[config.mk]
export PLATFORM = sky130hd
export DESIGN_NAME = output_channel_issue_scheduler
export DESIGN_NICKNAME = d
export VERILOG_FILES = /design/src/rtl/output_channel_issue_scheduler_pkg.sv /design/src/rtl/output_channel_request_arbiter.sv /design/src/rtl/output_channel_issue_scheduler.sv
export SDC_FILE = /design/constraint.sdc
export NUM_CORES = 1
export LEC_CHECK = 0
export ABC_AREA = 0
export ABC_CLOCK_PERIOD_IN_PS = 3500
export CAP_MARGIN = 0
export CORE_MARGIN = 2
export CORE_UTILIZATION = 42
export DETAILED_ROUTE_END_ITERATION = 16
export PLACE_DENSITY = 0.87
export SLEW_MARGIN = 20
export SYNTH_ARGS = -nofsm -noshare
export SYNTH_HDL_FRONTEND = slang
export SYNTH_SLANG_ARGS = --single-unit
[constraint.sdc]
create_clock -name clock -period 3.5 [get_ports clock]
set_input_delay 1.05 -clock clock [delete_from_list [all_inputs] [get_ports clock]]
set_output_delay 1.05 -clock clock [all_outputs]
set_load 0.02 [all_outputs]
[src/rtl/output_channel_issue_scheduler_pkg.sv]
// Shared channel-buffer constants and types for the output channel issue scheduler.
// Round-robin arbitration is selected by defining OUTPUT_CHANNEL_SCHEDULER_ROUND_ROBIN_EN.
package output_channel_issue_scheduler_pkg;

  localparam int TIA_NUM_OUTPUT_CHANNELS        = 4;
  localparam int TIA_CHANNEL_BUFFER_FIFO_DEPTH  = 4;
  localparam int TIA_CHANNEL_BUFFER_COUNT_WIDTH = $clog2(TIA_CHANNEL_BUFFER_FIFO_DEPTH + 1);
  localparam int TIA_OCI_WIDTH                  = TIA_NUM_OUTPUT_CHANNELS;

  typedef logic [TIA_OCI_WIDTH-1:0] oci_t;

  // A one-requester arbiter still needs a legal, non-zero pointer width.
  function automatic int ptr_width(input int n);
    return (n > 1) ? $clog2(n) : 1;
  endfunction

endpackage

[src/rtl/output_channel_request_arbiter.sv]
// Picks one eligible requester per cycle: round-robin when
// OUTPUT_CHANNEL_SCHEDULER_ROUND_ROBIN_EN is defined, lowest index first otherwise.
module output_channel_request_arbiter
  import output_channel_issue_scheduler_pkg::*;
#(
  parameter int NUM_REQUESTERS = 4
) (
  input  logic                      clock,
  input  logic                      reset_n,
  input  logic [NUM_REQUESTERS-1:0] eligible,
  output logic [NUM_REQUESTERS-1:0] grant
);

`ifdef OUTPUT_CHANNEL_SCHEDULER_ROUND_ROBIN_EN

  localparam int PW = ptr_width(NUM_REQUESTERS);

  logic [PW-1:0] ptr_q;
  logic [PW-1:0] ptr_d;

  // NOTE: every signal written in always_comb gets a default first, so no path leaves it unassigned and no latch is inferred.
  always_comb begin
    int   idx;
    logic found;
    grant = '0;
    ptr_d = ptr_q;
    idx   = 0;
    found = 1'b0;
    for (int k = 0; k < NUM_REQUESTERS; k++) begin
      idx = (int'(ptr_q) + k) % NUM_REQUESTERS;
      if (!found && eligible[idx]) begin
        grant[idx] = 1'b1;
        ptr_d      = PW'((idx + 1) % NUM_REQUESTERS);
        found      = 1'b1;
      end
    end
  end

  always_ff @(posedge clock) begin
    if (!reset_n) ptr_q <= '0;
    else          ptr_q <= ptr_d;
  end

`else

  always_comb begin
    logic found;
    grant = '0;
    found = 1'b0;
    for (int i = 0; i < NUM_REQUESTERS; i++) begin
      if (!found && eligible[i]) begin
        grant[i] = 1'b1;
        found    = 1'b1;
      end
    end
  end

  // Fixed priority keeps no state; clock and reset are kept only for a uniform port list.
  logic unused_ok;
  assign unused_ok = clock ^ reset_n;

`endif

endmodule

[src/rtl/output_channel_issue_scheduler.sv]
// Output channel issue scheduler: grants requests only when every target channel has room
// counting in-flight writes. Arbitration mode set by OUTPUT_CHANNEL_SCHEDULER_ROUND_ROBIN_EN.
module output_channel_issue_scheduler
  import output_channel_issue_scheduler_pkg::*;
#(
  parameter  int NUM_OUTPUT_CHANNELS = TIA_NUM_OUTPUT_CHANNELS,
  parameter  int FIFO_DEPTH          = TIA_CHANNEL_BUFFER_FIFO_DEPTH,
  parameter  int NUM_REQUESTERS      = 4,
  parameter  int PIPELINE_DEPTH      = 2,
  localparam int CW                  = $clog2(FIFO_DEPTH + 1),
  localparam int RW                  = CW + 1
) (
  input  logic                                                clock,
  input  logic                                                reset_n,
  input  logic                                                halt,
  input  logic [NUM_REQUESTERS-1:0]                           request_valid,
  input  logic [NUM_REQUESTERS-1:0][NUM_OUTPUT_CHANNELS-1:0]  request_oci,
  input  logic [NUM_OUTPUT_CHANNELS-1:0]                      dequeue,
  output logic [NUM_REQUESTERS-1:0]                           grant,
  output logic                                                issue_valid,
  output logic [NUM_OUTPUT_CHANNELS-1:0]                      issue_oci,
  output logic [NUM_OUTPUT_CHANNELS-1:0][CW-1:0]              output_channel_counts,
  output logic [NUM_OUTPUT_CHANNELS-1:0]                      output_channel_full_status,
  output logic                                                underflow_error
);

  logic [NUM_OUTPUT_CHANNELS-1:0][CW-1:0]            count_q;
  logic [NUM_OUTPUT_CHANNELS-1:0][CW-1:0]            count_d;
  logic [PIPELINE_DEPTH-1:0][NUM_OUTPUT_CHANNELS-1:0] inflight_q;
  logic [PIPELINE_DEPTH-1:0][NUM_OUTPUT_CHANNELS-1:0] inflight_d;
  logic                                              underflow_q;
  logic                                              underflow_d;

  logic [NUM_OUTPUT_CHANNELS-1:0][RW-1:0] reserved;
  logic [NUM_OUTPUT_CHANNELS-1:0]         room;
  logic [NUM_OUTPUT_CHANNELS-1:0]         retire;
  logic [NUM_REQUESTERS-1:0]              eligible;
  logic                                   issue_enable;

  assign issue_enable = reset_n & ~halt;

  // Reservation counts buffered entries plus every write still travelling down the pipe.
  always_comb begin
    reserved = '0;
    room     = '0;
    for (int c = 0; c < NUM_OUTPUT_CHANNELS; c++) begin
      reserved[c] = RW'(count_q[c]);
      for (int s = 0; s < PIPELINE_DEPTH; s++) begin
        reserved[c] = reserved[c] + RW'(inflight_q[s][c]);
      end
      room[c] = (reserved[c] < RW'(FIFO_DEPTH));
    end
  end

  always_comb begin
    eligible = '0;
    for (int i = 0; i < NUM_REQUESTERS; i++) begin
      eligible[i] = request_valid[i] & issue_enable;
      for (int c = 0; c < NUM_OUTPUT_CHANNELS; c++) begin
        if (request_oci[i][c] && !room[c]) eligible[i] = 1'b0;
      end
    end
  end

  output_channel_request_arbiter #(
    .NUM_REQUESTERS(NUM_REQUESTERS)
  ) u_arbiter (
    .clock   (clock),
    .reset_n (reset_n),
    .eligible(eligible),
    .grant   (grant)
  );

  always_comb begin
    issue_oci = '0;
    for (int i = 0; i < NUM_REQUESTERS; i++) begin
      if (grant[i]) issue_oci = issue_oci | request_oci[i];
    end
  end

  assign issue_valid = |grant;

  // A stalled pipe neither shifts nor retires; dequeues from downstream still land.
  always_comb begin
    inflight_d  = inflight_q;
    retire      = '0;
    count_d     = count_q;
    underflow_d = underflow_q;
    if (!halt) begin
      retire        = inflight_q[PIPELINE_DEPTH-1];
      inflight_d[0] = issue_oci;
      for (int s = 1; s < PIPELINE_DEPTH; s++) begin
        inflight_d[s] = inflight_q[s-1];
      end
    end
    for (int c = 0; c < NUM_OUTPUT_CHANNELS; c++) begin
      if (retire[c] && !dequeue[c]) begin
        count_d[c] = count_q[c] + CW'(1);
      end else if (dequeue[c] && !retire[c]) begin
        if (count_q[c] == '0) underflow_d = 1'b1;
        else                  count_d[c]  = count_q[c] - CW'(1);
      end
    end
  end

  // NOTE: sequential state is updated with non-blocking assignments so every flop samples pre-edge values.
  always_ff @(posedge clock) begin
    if (!reset_n) begin
      count_q     <= '0;
      // NOTE: the in-flight register is reset too; stale OCI bits would otherwise retire into empty channels.
      inflight_q  <= '0;
      underflow_q <= 1'b0;
    end else begin
      count_q     <= count_d;
      inflight_q  <= inflight_d;
      underflow_q <= underflow_d;
    end
  end

  assign output_channel_counts      = count_q;
  assign output_channel_full_status = ~room;
  assign underflow_error            = underflow_q;

endmodule

==> impl_metrics.ini, run 1 <==
[grt]
grt_pass1_vias = 1981
grt_use_total = 0.2822
grt_pass1_wl_um = 9308
antenna_found_initial = 0
grt_overflow = 0
grt_max_degree = 18

[floorplanning]
dieArea_um2 = 4393
start_util = 0.4417
core-area_um2 = 3689
row_count = 22
die_y_um = 66.28
die_x_um = 66.28
ios = 53

[routing]
ant_nets = 0
viasPerCell = 5.673
vias = 2031
routedWlPerCell_um = 19.15
drtPass1Iterations = 4
drt_iter0_drc = 95
routed_wl_um = 6857
drc = 0

[synth]
synth_compound_area_frac = 0.2396
synth_cell_type_count = 48
async_reset_ff_frac = 0
synth_edf_count = 0
synthAdderAreaFrac = 0.1413
netlist_top_cells_area = dfxtp_1, ha_1, a21oi_1, nor2_1, fa_1
synth_cells = 194
yosysSeqAreaShare = 0.2581
synthXorXnorAreaFrac = 0.02151
yosysWarnings = 0
yosysTopAreaCellShare = 0.2581
synthesis.area_um2 = 1629
syn_avg_cell_area_um2 = 8.397
synthMuxAreaShare = 0.02458
ys_seq_elements = 21
yosys.area.top_type = dfxtp_1
synth_ff_type = dfxtp_1
synth_top_family_by_area = simple AND/OR/NAND/NOR gates
synthSimpleGateAreaFrac = 0.2542
syn_nets = 237

[placed_design]
post-place-ws_ns = -1.137
place_hpwl_um = 4068
io_buffers = 52
gp_congestion = 0.9403

[pwr]
seqPwrFrac = 0.285
p_int_uw = 676.8
total_power_uw = 1127
p_leak_uw = 0.001339
irDropWorstVdd_mv = 0.3460
netSwitchingPower_uw = 450.7
power_density_nw_per_um2 = 380.2
clock_power_share = 0.142
swShare = 0.3998
p_comb_frac = 0.574

[cts]
cts_tree = yes
cts_max_level = 1
ctsHoldBuffers = 0
cts_sinks = 21
clk_path_buf_depth = 2
cts_root_buf = clkbuf_8
path_clk_slew_ns = 0.08
clk_latency_ns = 0.26
cts-buffers-inserted = 3

[finish]
antennaDiodeCount = 0
area_delta_synth_final_pct = 82.03
final_nets = 354
final_layout_size_suffix_gt1_frac = 0.4290

[sta]
fin_skew_ns = 0.003201
max_freq_mhz = 263.1
slew_headroom = 0.5946
report.final.hold_viol_count = 0
final_max_slew_viol_count = 0
finalCritPeriodShare = 1.086
rsz0062_at_grt = true
tightest_slew_ns = 0.5928
setup_ws_ns = -0.3011
finalSetupViolCount = 7
period_needed_ns = 3.801

[setup_path]
critPathCaptureType = output port
cp.arrival_ns = 2.75
crit_fanout = 6
worst-setup-path-type = in -> out
critPathLaunchType = input port
cp.required_ns = 2.45

[min_path]
hold_path_class = reg -> reg

[run]
drv_cap = 0

[outcome]
run_status = finished, violations left
violations = negative setup slack
==> what timing repair did <==
action / in CTS / in global routing
pin swaps: 22 / 14
resized for setup: 144 / 20
endpoints found under the setup margin: 9 / 9
buffers inserted: 14 / 4
==> worst max-delay path, stage by stage <==
cell	delay, ns
buf_6	0.07
nor2b_4	0.19
buf_6	0.12
o311ai_4	0.10
nor4_4	0.52
buf_4	0.22
nand3_4	0.08
a21oi_4	0.16
a21o_4	0.12
buf_6	0.11
==> cells in the mapped netlist (3+ instances only) <==
cell type	count
or4_1	5
fa_1	4
nand2_1	13
nor2_1	22
o21ai_0	12
mux2i_1	4
a21boi_0	3
dfxtp_1	21
nor4_1	4
nor3_1	4
ha_1	12
inv_1	14
a21oi_1	19
nand2b_1	4
xor2_1	4
nand3_1	9
==> metal layers <==
| layer | global-route usage | up-vias | part of all wire |
|---|---|---|---|
| met5 | 0 | - | 0 |
| met4 | 0.1531 | 0 | 0.058 |
| met3 | 0.02726 | 36 | 0.054 |
| met2 | 0.5325 | 102 | 0.52 |
| met1 | 0.3034 | 952 | 0.37 |
| li1 | - | 941 | - |
==> cell families (layout without fill, tap and decap cells) <==
kind of cell               count (synthesis)  count (layout)
xor gates and xnor gates                   4               4
muxes                                      4               4
adders and majority gates                 16              16
and+or+nand+nor                           74              74
buffers and inverters                     20             136
DFF                                       21              21
AOI/OAI and AO/OA                         55              55
==> sequential cells by signal, summed over array words and instances (netlist names) <==
name / count
underflow_error: 1
inflight_q: 8
output_channel_counts: 12
==> metrics by stage <==
step,utilization,std cells,hold slack [ns],setup TNS [ns],area (um2)
floorplan,-,194,0.4745,-0.1065,1649
global placement,0.6971,340,0.4994,-8.754,2571
detailed placement,0.6971,340,0.5108,-8.940,2571
CTS,0.7836,354,0.5286,-0.6744,2890
global route,0.8039,358,0.5863,-1.662,2965
finish,0.8039,358,0.5626,-1.349,2965
==> power groups by stage <==
stage	clock network, uW	logic, uW	registers, uW
6_report	160	647	321
4_1_cts	162	603	313
2_1_floorplan	0	222	352
3_3_place_gp	0	521	305
3_5_place_dp	0	535	308
5_1_grt	168	687	323
==> cells in the final DEF (no fill, tap or decap), types with 9 or more instances in the layout <==
cell and n:
nand2_1 10, buf_4 59, dlygate4sd2_1 11, dfxtp_1 18, buf_6 16, clkdlybuf4s50_1 21
a21oi_1 16, nor2_1 20, ha_1 9, inv_1 14
==> layout make-up <==
cell class	instances	area [um2]
clock buffer	4	45.04
fill	225	723.2
inverter	16	72.57
multi-input combinational	153	1364
sequential	21	424.2
tap	48	60.06
timing repair buffer	116	999.7
==> worst paths after layout <==
kind,start,end,slack (ns),cells past startpoint
setup / recovery,reset_n,issue_oci[1],-0.30,10
hold / removal,underflow_error$_SDFF_PN0_,underflow_error$_SDFF_PN0_,0.56,2
setup reg to reg,output_channel_counts[3]$_SDFFE_PN0P_,inflight_q[0]$_SDFFE_PN0N_,0.90,10
hold reg to reg,underflow_error$_SDFF_PN0_,underflow_error$_SDFF_PN0_,0.56,2
Power figures use the tool's default switching activity.
==> inputs of run 2 (changes only) <==
RECOVER_POWER = 25   (was not set)
==> run 2 against run 1 <==
Net effect: the run still ends with negative setup slack left; combinational power shrank 0.8%; sequential power hardly changed; final cell count is the same; clock power is essentially flat; worst setup slack better by 0.00070 ns; core utilization down 0.20 points; hold slack worse by 0.0020 ns; clock skew about the same; fmax is essentially flat; die area did not move; highest routed layer unchanged.
==> impl_metrics.ini, run 2 (synthesis results as in run 1) <==
[grt]
grt_pass1_vias = 1981
antenna_found_initial = 0
grt_max_degree = 18
grt_pass1_wl_um = 9308
grt_use_total = 0.2822
grt_overflow = 0

[finish]
fill_cells = 227
antennaDiodeCount = 0
final_cell_mix = buf_4, nor2_1, clkdlybuf4s50_1
largest_reg_flops = 12
final_layout_size_suffix_gt1_frac = 0.4226
final_nets = 354
mostFrequentLayoutCell = buf_4
final_cells = 358
area_delta_synth_final_pct = 81.57

[routing]
vias = 2040
drc = 0
routedWlPerCell_um = 19.22
ant_nets = 0
drt_iter0_drc = 98
viasPerCell = 5.698
routed_wl_um = 6882
drtPass1Iterations = 5

[sta]
slew_headroom = 0.5308
finalSetupViolCount = 7
finalCritPeriodShare = 1.086
period_needed_ns = 3.800
fin_skew_ns = 0.003663
tns_ns = -1.329
tightest_slew_ns = 0.7037
rsz0062_at_grt = true
final_max_slew_viol_count = 0
setup_ws_ns = -0.3004
report.final.hold_viol_count = 0
max_freq_mhz = 263.1
holdWs_ns = 0.5606

[pwr]
irDropWorstVdd_mv = 0.3460
swShare = 0.4018
p_comb_frac = 0.571
clock_power_share = 0.143
power_density_nw_per_um2 = 379.6
p_leak_uw = 0.001332
netSwitchingPower_uw = 451.2
seqPwrFrac = 0.286
p_int_uw = 671.7

[setup_path]
rr_worst_depth = 11
worst-setup-path-type = in -> out
endpoint = issue_oci[1]
cp.required_ns = 2.45
critPathLaunchType = input port
r2r_slack_ns = 0.86
critPathCaptureType = output port
r2r-start = output_channel_counts[3]$_SDFFE_PN0P_
crit_fanout = 6
cp.arrival_ns = 2.75
cp-startpoint = reset_n
r2r-end = inflight_q[0]$_SDFFE_PN0N_

[floorplanning]
dieArea_um2 = 4393
start_util = 0.4417
ios = 53
die_x_um = 66.28
die_y_um = 66.28
core-area_um2 = 3689
row_count = 22

[placed_design]
io_buffers = 52
gp_congestion = 0.9403
dpl.cell_count = 340
place_hpwl_um = 4068

[cts]
cts_sinks = 21
clk_latency_ns = 0.26
path_clk_slew_ns = 0.08
cts_tree = yes
cts-buffers-inserted = 3
cts_max_level = 1
clk_path_buf_depth = 2
ctsHoldBuffers = 0
cts_root_buf = clkbuf_8

[outcome]
violations = negative setup slack
run_status = finished, violations left

[run]
drv_cap = 0

[min_path]
hold_path_class = reg -> reg
==> run 2: cell types whose count changed in the layout (fill, tap and decap cells not counted), sizes merged <==
| cell | previous run | this run |
|---|---|---|
| buf | 79 | 77 |
| clkdlybuf4s50 | 21 | 20 |
| dlygate4sd3 | 0 | 1 |
| clkbuf | 5 | 7 |
==> run 2: power groups by stage <==
| stage | registers, uW | clock network (uW) | logic (uW) |
|---|---|---|---|
| 2_1_floorplan | 352 | 0 | 222 |
| 3_3_place_gp | 305 | 0 | 521 |
| 3_5_place_dp | 308 | 0 | 535 |
| 4_1_cts | 313 | 162 | 603 |
| 5_1_grt | 323 | 168 | 682 |
| 6_report | 321 | 160 | 642 |
==> run 2: worst max-delay path, stage by stage <==
cell and delay (ns):
buf_6 0.07, nor2b_4 0.18, buf_6 0.12, o311ai_4 0.10, nor4_4 0.51, buf_4 0.22, nand3_4 0.09, a21oi_4 0.17
a21o_4 0.12, buf_6 0.11
==> run 2: per-stage QoR <==
stage / util / setup slack, ns / area, um2 / total power [uW]
after floorplan: - / -0.1065 / 1649 / 574.7
after global placement: 0.6971 / -1.112 / 2571 / 826.5
after detailed placement: 0.6971 / -1.137 / 2571 / 843.0
after CTS: 0.7836 / -0.1713 / 2890 / 1079
after global routing: 0.8019 / -0.3674 / 2958 / 1173
final: 0.8019 / -0.3004 / 2958 / 1123
==> run 2: worst min-delay path by stage <==
stage / startpoint / endpoint / cells after the start
3_3_place_gp: inflight_q[0]$_SDFFE_PN0N_ / inflight_q[0]$_SDFFE_PN0N_ / 2
5_1_grt: underflow_error$_SDFF_PN0_ / underflow_error$_SDFF_PN0_ / 2
2_1_floorplan: inflight_q[0]$_SDFFE_PN0N_ / inflight_q[0]$_SDFFE_PN0N_ / 2
4_1_cts: inflight_q[0]$_SDFFE_PN0N_ / inflight_q[0]$_SDFFE_PN0N_ / 2
6_report: underflow_error$_SDFF_PN0_ / underflow_error$_SDFF_PN0_ / 2
3_5_place_dp: inflight_q[0]$_SDFFE_PN0N_ / inflight_q[0]$_SDFFE_PN0N_ / 2
==> run 2: final cells by class <==
| type | instances | area (um2) | area share |
|---|---|---|---|
| Tap cell | 48 | 60.06 | 0.02030 |
| Clock buffer | 4 | 45.04 | 0.01523 |
| Sequential cell | 21 | 424.2 | 0.1434 |
| Inverter | 16 | 72.57 | 0.02453 |
| Timing Repair Buffer | 116 | 992.2 | 0.3354 |
| Multi-Input combinational cell | 153 | 1364 | 0.4611 |
==> run 2: what timing repair did <==
| action | in CTS | in global routing |
|---|---|---|
| pin swaps | 22 | 14 |
| endpoints found under the setup margin | 9 | 9 |
| setup buffers | 14 | 4 |
| gates resized for setup | 144 | 20 |
| endpoints found under the hold margin | 0 | 0 |
==> run 2: layer usage <==
metal	GRT usage	part of all wire
met1	0.3034	0.37
met2	0.5325	0.52
met3	0.02726	0.054
met4	0.1531	0.052
met5	0	0
